==> src/rtl/ysyx_22041071_ifu_axi_pkg.sv <==
// Shared AXI read-master definitions for the fetch and data-side masters:
// FSM state encodings, burst/response codes, size and len widths.
package ysyx_22041071_ifu_axi_pkg;

    // Master FSM states, shared encoding with the data-side master.
    typedef enum logic [1:0] {
        ST_IDLE = 2'd0,
        ST_AR   = 2'd1,
        ST_R    = 2'd2,
        ST_OUT  = 2'd3
    } ifu_state_e;

    // AXI burst type used for all fetches.
    localparam logic [1:0] AXI_BURST_INCR = 2'b01;

    // AXI response codes.
    localparam logic [1:0] AXI_RESP_OKAY   = 2'b00;
    localparam logic [1:0] AXI_RESP_SLVERR = 2'b10;
    localparam logic [1:0] AXI_RESP_DECERR = 2'b11;

    // Size code for a full 64-bit doubleword transfer.
    localparam logic [2:0] SIZE_D = 3'b011;

    // Width of the AXI len field.
    localparam int AXI_LEN_W = 8;

    // The PC stage hands over a 2-bit size code; AXI wants 3 bits.
    function automatic logic [2:0] axi_size(input logic [1:0] s);
        return {1'b0, s};
    endfunction

endpackage

==> src/rtl/ysyx_22041071_ifu_axi_rbuf.sv <==
// Read buffer for the fetch master: captures the first R beat of a burst,
// selects the 32-bit instruction half for the fetched PC and holds the
// result (instruction + error flag) stable while it is presented to decode.
module ysyx_22041071_ifu_axi_rbuf
    import ysyx_22041071_ifu_axi_pkg::*;
#(
    parameter int DATA_W = 64
) (
    input  logic              clk,
    input  logic              rst_n,
    input  logic              start_i,     // AR handshake: a new burst begins
    input  logic              beat_i,      // R handshake
    input  logic [DATA_W-1:0] rdata_i,
    input  logic              bus_err_i,   // rresp[1] of the current beat
    input  logic              sel_hi_i,    // pc[2]: upper word of the doubleword
    input  logic              misalign_i,  // pc[1:0] != 0
    output logic [31:0]       inst_o,
    output logic              err_o
);

    logic        first_q, first_d;
    logic [31:0] inst_q, inst_d;
    logic        err_q, err_d;

    // Only the first beat of a burst carries the instruction; later beats
    // are drained without touching the hold register.
    always_comb begin
        first_d = first_q;
        inst_d  = inst_q;
        err_d   = err_q;
        if (start_i) begin
            first_d = 1'b1;
        end else if (beat_i) begin
            first_d = 1'b0;
        end
        if (beat_i && first_q) begin
            inst_d = sel_hi_i ? rdata_i[63:32] : rdata_i[31:0];
            err_d  = bus_err_i | misalign_i;
        end
    end

    // Capture/hold registers.
    always_ff @(posedge clk or negedge rst_n) begin
        if (!rst_n) begin
            first_q <= 1'b0;
            inst_q  <= '0;
            err_q   <= 1'b0;
        end else begin
            first_q <= first_d;
            inst_q  <= inst_d;
            err_q   <= err_d;
        end
    end

    assign inst_o = inst_q;
    assign err_o  = err_q;

endmodule

==> src/rtl/ysyx_22041071_ifu_axi.sv <==
// Instruction-fetch AXI4 read master. Takes one fetch request from the PC
// stage, issues it on AR, collects the R burst and hands {pc, inst, err}
// to decode. One outstanding transaction; a redirect flush drops the
// in-flight or held fetch.
// Optional: define YSYX_22041071_IFU_PERF_EN to add performance counters.
module ysyx_22041071_ifu_axi
    import ysyx_22041071_ifu_axi_pkg::*;
#(
    parameter int ADDR_W = 64,
    parameter int DATA_W = 64,
    parameter int ID_W   = 4,
    parameter int AXI_ID = 0
) (
    input  logic                 clk,
    input  logic                 reset_n,
    // PC stage
    input  logic                 req_valid,
    input  logic [ADDR_W-1:0]    req_addr,
    input  logic [AXI_LEN_W-1:0] req_len,
    input  logic [1:0]           req_size,
    output logic                 req_ready,
    input  logic                 flush,
    // AXI AR channel
    output logic                 axi_arvalid,
    input  logic                 axi_arready,
    output logic [ADDR_W-1:0]    axi_araddr,
    output logic [ID_W-1:0]      axi_arid,
    output logic [AXI_LEN_W-1:0] axi_arlen,
    output logic [2:0]           axi_arsize,
    output logic [1:0]           axi_arburst,
    // AXI R channel
    input  logic                 axi_rvalid,
    output logic                 axi_rready,
    input  logic [DATA_W-1:0]    axi_rdata,
    input  logic [1:0]           axi_rresp,
    input  logic                 axi_rlast,
    input  logic [ID_W-1:0]      axi_rid,
    // Decode
    output logic                 inst_valid,
    input  logic                 inst_ready,
    output logic [ADDR_W-1:0]    inst_pc,
    output logic [31:0]          inst,
    output logic                 inst_err
`ifdef YSYX_22041071_IFU_PERF_EN
    ,
    output logic [63:0]          perf_fetch_cnt,
    output logic [63:0]          perf_stall_cnt,
    output logic [31:0]          perf_flush_cnt
`endif
);

    ifu_state_e           state_q, state_d;
    logic                 drop_q, drop_d;
    logic [ADDR_W-1:0]    addr_q;
    logic [AXI_LEN_W-1:0] len_q;
    logic [1:0]           size_q;

    logic req_acc;
    logic ar_fire;
    logic r_fire;

    assign req_acc = req_valid && req_ready;
    assign ar_fire = axi_arvalid && axi_arready;
    assign r_fire  = axi_rvalid && axi_rready;

    // Next-state and handshake outputs. A request is never taken in a
    // flush cycle, and a flush anywhere in AR/R marks the burst for drop
    // so its data is drained on AXI but never shown to decode.
    always_comb begin
        state_d     = state_q;
        drop_d      = drop_q;
        req_ready   = 1'b0;
        axi_arvalid = 1'b0;
        axi_rready  = 1'b0;
        inst_valid  = 1'b0;
        unique case (state_q)
            ST_IDLE: begin
                req_ready = !flush;
                if (req_valid && !flush) state_d = ST_AR;
            end
            ST_AR: begin
                axi_arvalid = 1'b1;
                if (flush)       drop_d  = 1'b1;
                if (axi_arready) state_d = ST_R;
            end
            ST_R: begin
                axi_rready = 1'b1;
                if (flush) drop_d = 1'b1;
                if (axi_rvalid && axi_rlast) begin
                    state_d = (drop_q || flush) ? ST_IDLE : ST_OUT;
                    drop_d  = 1'b0;
                end
            end
            ST_OUT: begin
                inst_valid = 1'b1;
                req_ready  = inst_ready && !flush;
                if (flush) begin
                    state_d = ST_IDLE;
                end else if (inst_ready) begin
                    state_d = req_valid ? ST_AR : ST_IDLE;
                end
            end
            default: state_d = ST_IDLE;
        endcase
    end

    // FSM state and drop flag.
    always_ff @(posedge clk or negedge reset_n) begin
        if (!reset_n) begin
            state_q <= ST_IDLE;
            drop_q  <= 1'b0;
        end else begin
            state_q <= state_d;
            drop_q  <= drop_d;
        end
    end

    // Request fields, latched on accept and held through AR until the
    // next accept; addr_q doubles as the PC reported to decode.
    always_ff @(posedge clk or negedge reset_n) begin
        if (!reset_n) begin
            addr_q <= '0;
            len_q  <= '0;
            size_q <= '0;
        end else if (req_acc) begin
            addr_q <= req_addr;
            len_q  <= req_len;
            size_q <= req_size;
        end
    end

    assign axi_araddr  = addr_q;
    assign axi_arid    = ID_W'(AXI_ID);
    assign axi_arlen   = len_q;
    assign axi_arsize  = axi_size(size_q);
    assign axi_arburst = AXI_BURST_INCR;

    ysyx_22041071_ifu_axi_rbuf #(
        .DATA_W (DATA_W)
    ) u_rbuf (
        .clk        (clk),
        .rst_n      (reset_n),
        .start_i    (ar_fire),
        .beat_i     (r_fire),
        .rdata_i    (axi_rdata),
        .bus_err_i  (axi_rresp[1]),
        .sel_hi_i   (addr_q[2]),
        .misalign_i (addr_q[1:0] != 2'b00),
        .inst_o     (inst),
        .err_o      (inst_err)
    );

    assign inst_pc = addr_q;

    // rid is not checked (single outstanding fetch); resp[0] does not
    // distinguish error from okay for our purposes.
    logic unused_rfields;
    assign unused_rfields = ^{axi_rid, axi_rresp[0]};

`ifdef YSYX_22041071_IFU_PERF_EN
    logic [63:0] fetch_cnt_q;
    logic [63:0] stall_cnt_q;
    logic [31:0] flush_cnt_q;

    // Free-running wrap-around counters: delivered fetches, cycles waiting
    // on the bus, and flushes that hit a busy master.
    always_ff @(posedge clk or negedge reset_n) begin
        if (!reset_n) begin
            fetch_cnt_q <= '0;
            stall_cnt_q <= '0;
            flush_cnt_q <= '0;
        end else begin
            if (inst_valid && inst_ready)
                fetch_cnt_q <= fetch_cnt_q + 64'd1;
            if (state_q == ST_AR || state_q == ST_R)
                stall_cnt_q <= stall_cnt_q + 64'd1;
            if (flush && state_q != ST_IDLE)
                flush_cnt_q <= flush_cnt_q + 32'd1;
        end
    end

    assign perf_fetch_cnt = fetch_cnt_q;
    assign perf_stall_cnt = stall_cnt_q;
    assign perf_flush_cnt = flush_cnt_q;
`endif

endmodule

==> config.mk <==
export PLATFORM = sky130hd
export DESIGN_NAME = ysyx_22041071_ifu_axi
export DESIGN_NICKNAME = d
export VERILOG_FILES = /design/src/rtl/ysyx_22041071_ifu_axi_pkg.sv /design/src/rtl/ysyx_22041071_ifu_axi_rbuf.sv /design/src/rtl/ysyx_22041071_ifu_axi.sv
export SDC_FILE = /design/constraint.sdc
export NUM_CORES = 1
export LEC_CHECK = 0
export BUFFER_PORTS_ARGS = -buffer_cell sky130_fd_sc_hd__buf_2
export CAP_MARGIN = 5
export CORE_AREA = 5 5 127 129
export DETAILED_ROUTE_END_ITERATION = 8
export DIE_AREA = 0 0 132 134
export PLACE_DENSITY = 0.76
export SLEW_MARGIN = 20
export SYNTH_ARGS = -nofsm -noshare
export SYNTH_HDL_FRONTEND = slang
export SYNTH_SLANG_ARGS = --single-unit
==> constraint.sdc <==
create_clock -name clk -period 4.2 [get_ports clk]
set_clock_uncertainty 0.2 [all_clocks]
set_input_delay 0.63 -clock clk [delete_from_list [all_inputs] [get_ports clk]]
set_output_delay 0.63 -clock clk [all_outputs]
set_load 0.05 [all_outputs]
==> results.toml <==
[outcome]
status = "finished, final reports clean"

[yosys]
netlist_top_cells_area = "dfrtp_1 52%, mux2_4 17%, buf_4 10%"
ys_types = 23
synth_seq_cells = 111
synth-seq-area-share = 0.519
synth.most_common_cell = "dfrtp_1"
synth_top_area_cell = "dfrtp_1"
ys_async_sr_fraction = 1.00
yosysTopAreaCellShare = 0.519
syn_inst = 408
synth_edf_count = 0
synthFlopType = "dfrtp_1"
ys_top_cells_by_count = "111 x dfrtp_1, 72 x buf_4, 60 x mux2_4, 36 x nand2_1, 34 x o21ai_0"
ys.warnings.count = 0
avgSynthCellArea_um2 = 13.1
syn_area_um2 = 5350

[clock_tree]
htreeDepth = 3
clk_latency_ns = 0.34
post-cts-setup-buffers = 0
cts_hold_buf = 0
clkSinkCount = 111
clk_pin_slew_ns = 0.07
cts_tree = "built"
cts.repair.resized = 0
root_buffer = "clkbuf_16"
cts-buffers-inserted = 9
clockBufferDepth = 2

[timing]
finalHoldViolations = 0
fin_crit_sh = 0.644
layout_setup_ws_ns = 1.50
rsz0062_at_grt = "no"
clock.fmax_ghz = 0.370
final.setup.tns_ns = 0
relSlewSlack = 0.437
worstMarginPinSlew_ns = 0.844
drv_slew = 0
setup_viol = 0
finalCriticalPeriod_ns = 2.70

[critical_path]
worstSetupPathType = "register to register"
worstPathArrival_ns = 2.72
critical_path_buf_inv_count = 2
cp_max_fo = 43
cp-end-kind = "register"
cp_top_family = "simple AND/OR/NAND/NOR gates"
critPathMaxStageDelay_ns = 0.42
startpoint_type = "register"
crit_chain = "inv_1 > ha_1 > nor3_2 > nand2_4 > buf_4 > mux2_4"
slowest_stage = "dfrtp_1"
cp_data_required_time_ns = 4.22

[die]
core_area_um2 = 14900
rows = 45
ios = 334
die_y_um = 134
start_util = 0.359
die_x_um = 132
dieArea_um2 = 17700

[global_route]
grt_usage = 0.143
gr-usage-met1 = 0.172
top_usage_layer = "met2"
grt_pass1_vias = 3844
grt_max_degree = 67
grt_antenna_before_repair = 0
grt_use_met3 = 0.0424
grt_use_met2 = 0.247
grt_pass1_wl_mm = 20.4
overflow = 0

[finish]
seqCellArea_um2 = 2780
final_area_um2 = 6900
diodes = 0
syn2layout_area_growth_pct = 29.0
final_nets = 816
nFillCells = 1391
multi_input_area_um2 = 1930
drive_gt1_frac = 0.633
instances_no_fill = 851

[detailed_routing]
drc = 0
first_pass_iters = 4
drtAntennaViolNets = 0
wirelength_mm = 13.3
wl_per_cell_um = 15.7
viasPerCell = 4.42
first_iter_violations = 115
dr_total_vias = 3764

[job]
max_cap_violations = 0

[place]
gp_congestion = 0.765
dpl_cell_area_um2 = 6600
pre_cts_ws_ns = 1.51
portBuffers = 321
dp_hpwl_mm = 10.5
dp.cells = 835

[hold_path]
hp-class = "input pin to asynchronous set/reset pin"
==> layer usage <==
metal	share of wire	wire length, µm
met2	0.51	6740
met3	0.084	1130
met5	0	0
met4	0.012	161
met1	0.40	5300
==> logic make-up (layout without fill, tap and decap cells) <==
group                      Yosys count  after routing  share of synthesized area
DFF                                111            111                      0.519
muxes                              107            107                      0.260
buffers and inverters               95            345                      0.128
AOI/OAI and AO/OA                   44             44                     0.0444
and+or+nand+nor                     43             43                     0.0337
adders and majority gates            6              6                     0.0140
other                                2              7                    0.00140
==> placed cells by master (no fill, tap or decap), drive strengths merged, types with 3 or more instances in the layout <==
cell,n
a21oi,5
a41oi,3
buf,325
clkbuf,11
clkinv,3
conb,7
dfrtp,111
ha,6
inv,6
mux2,75
mux2i,32
nand2,36
o21ai,34
==> metrics by stage <==
step                hold WS, ns   util
finish                    0.185  0.463
global route              0.248  0.463
CTS                       0.205  0.462
global placement          0.256  0.443
detailed placement        0.265  0.443
floorplan                 0.134      -
==> worst reg2reg max path: cells and delay by family, from the launching register on <==
kind / cells / cell delay, ns
fa+ha+maj: 1 / 0.35
simple gates: 2 / 0.68
flops: 1 / 0.42
mux: 1 / 0.34
buf+inv: 2 / 0.58
==> flip-flops by register name, indices dropped and copies added, names as in the netlist <==
register	count
drop_q	1
u_rbuf.inst_o	32
axi_araddr	64
axi_arlen	8
u_rbuf.first_q	1
state_q	2
u_rbuf.err_o	1
size_q	2
==> worst paths after layout <==
kind | startpoint | to | slack (ns) | cells after the start
worst max-delay path | state_q[0]$_DFFE_PN0P_ | axi_araddr[63]$_DFFE_PN0P_ | 1.50 | 6
worst min-delay path | reset_n | axi_araddr[23]$_DFFE_PN0P_ | 0.18 | 1
worst max register to register | state_q[0]$_DFFE_PN0P_ | axi_araddr[63]$_DFFE_PN0P_ | 1.50 | 6
worst min register to register | u_rbuf.inst_o[26]$_DFFE_PN0P_ | u_rbuf.inst_o[26]$_DFFE_PN0P_ | 0.27 | 2
max in group asynchronous | reset_n | axi_araddr[2]$_DFFE_PN0P_ | 2.83 | 2
min in group clk | u_rbuf.inst_o[26]$_DFFE_PN0P_ | u_rbuf.inst_o[26]$_DFFE_PN0P_ | 0.27 | 2
==> cell type report <==
type,instances,area share
Tap cell,188,0.0341
Clock buffer,11,0.0366
Timing Repair Buffer,325,0.239
Sequential cell,111,0.403
Inverter,4,0.00218
Clock inverter,5,0.00580
Multi-Input combinational cell,207,0.279
Power is left out: the tool's default activity adds up to more than one toggle a clock period on the data nets, which glitch-free logic cannot reach.
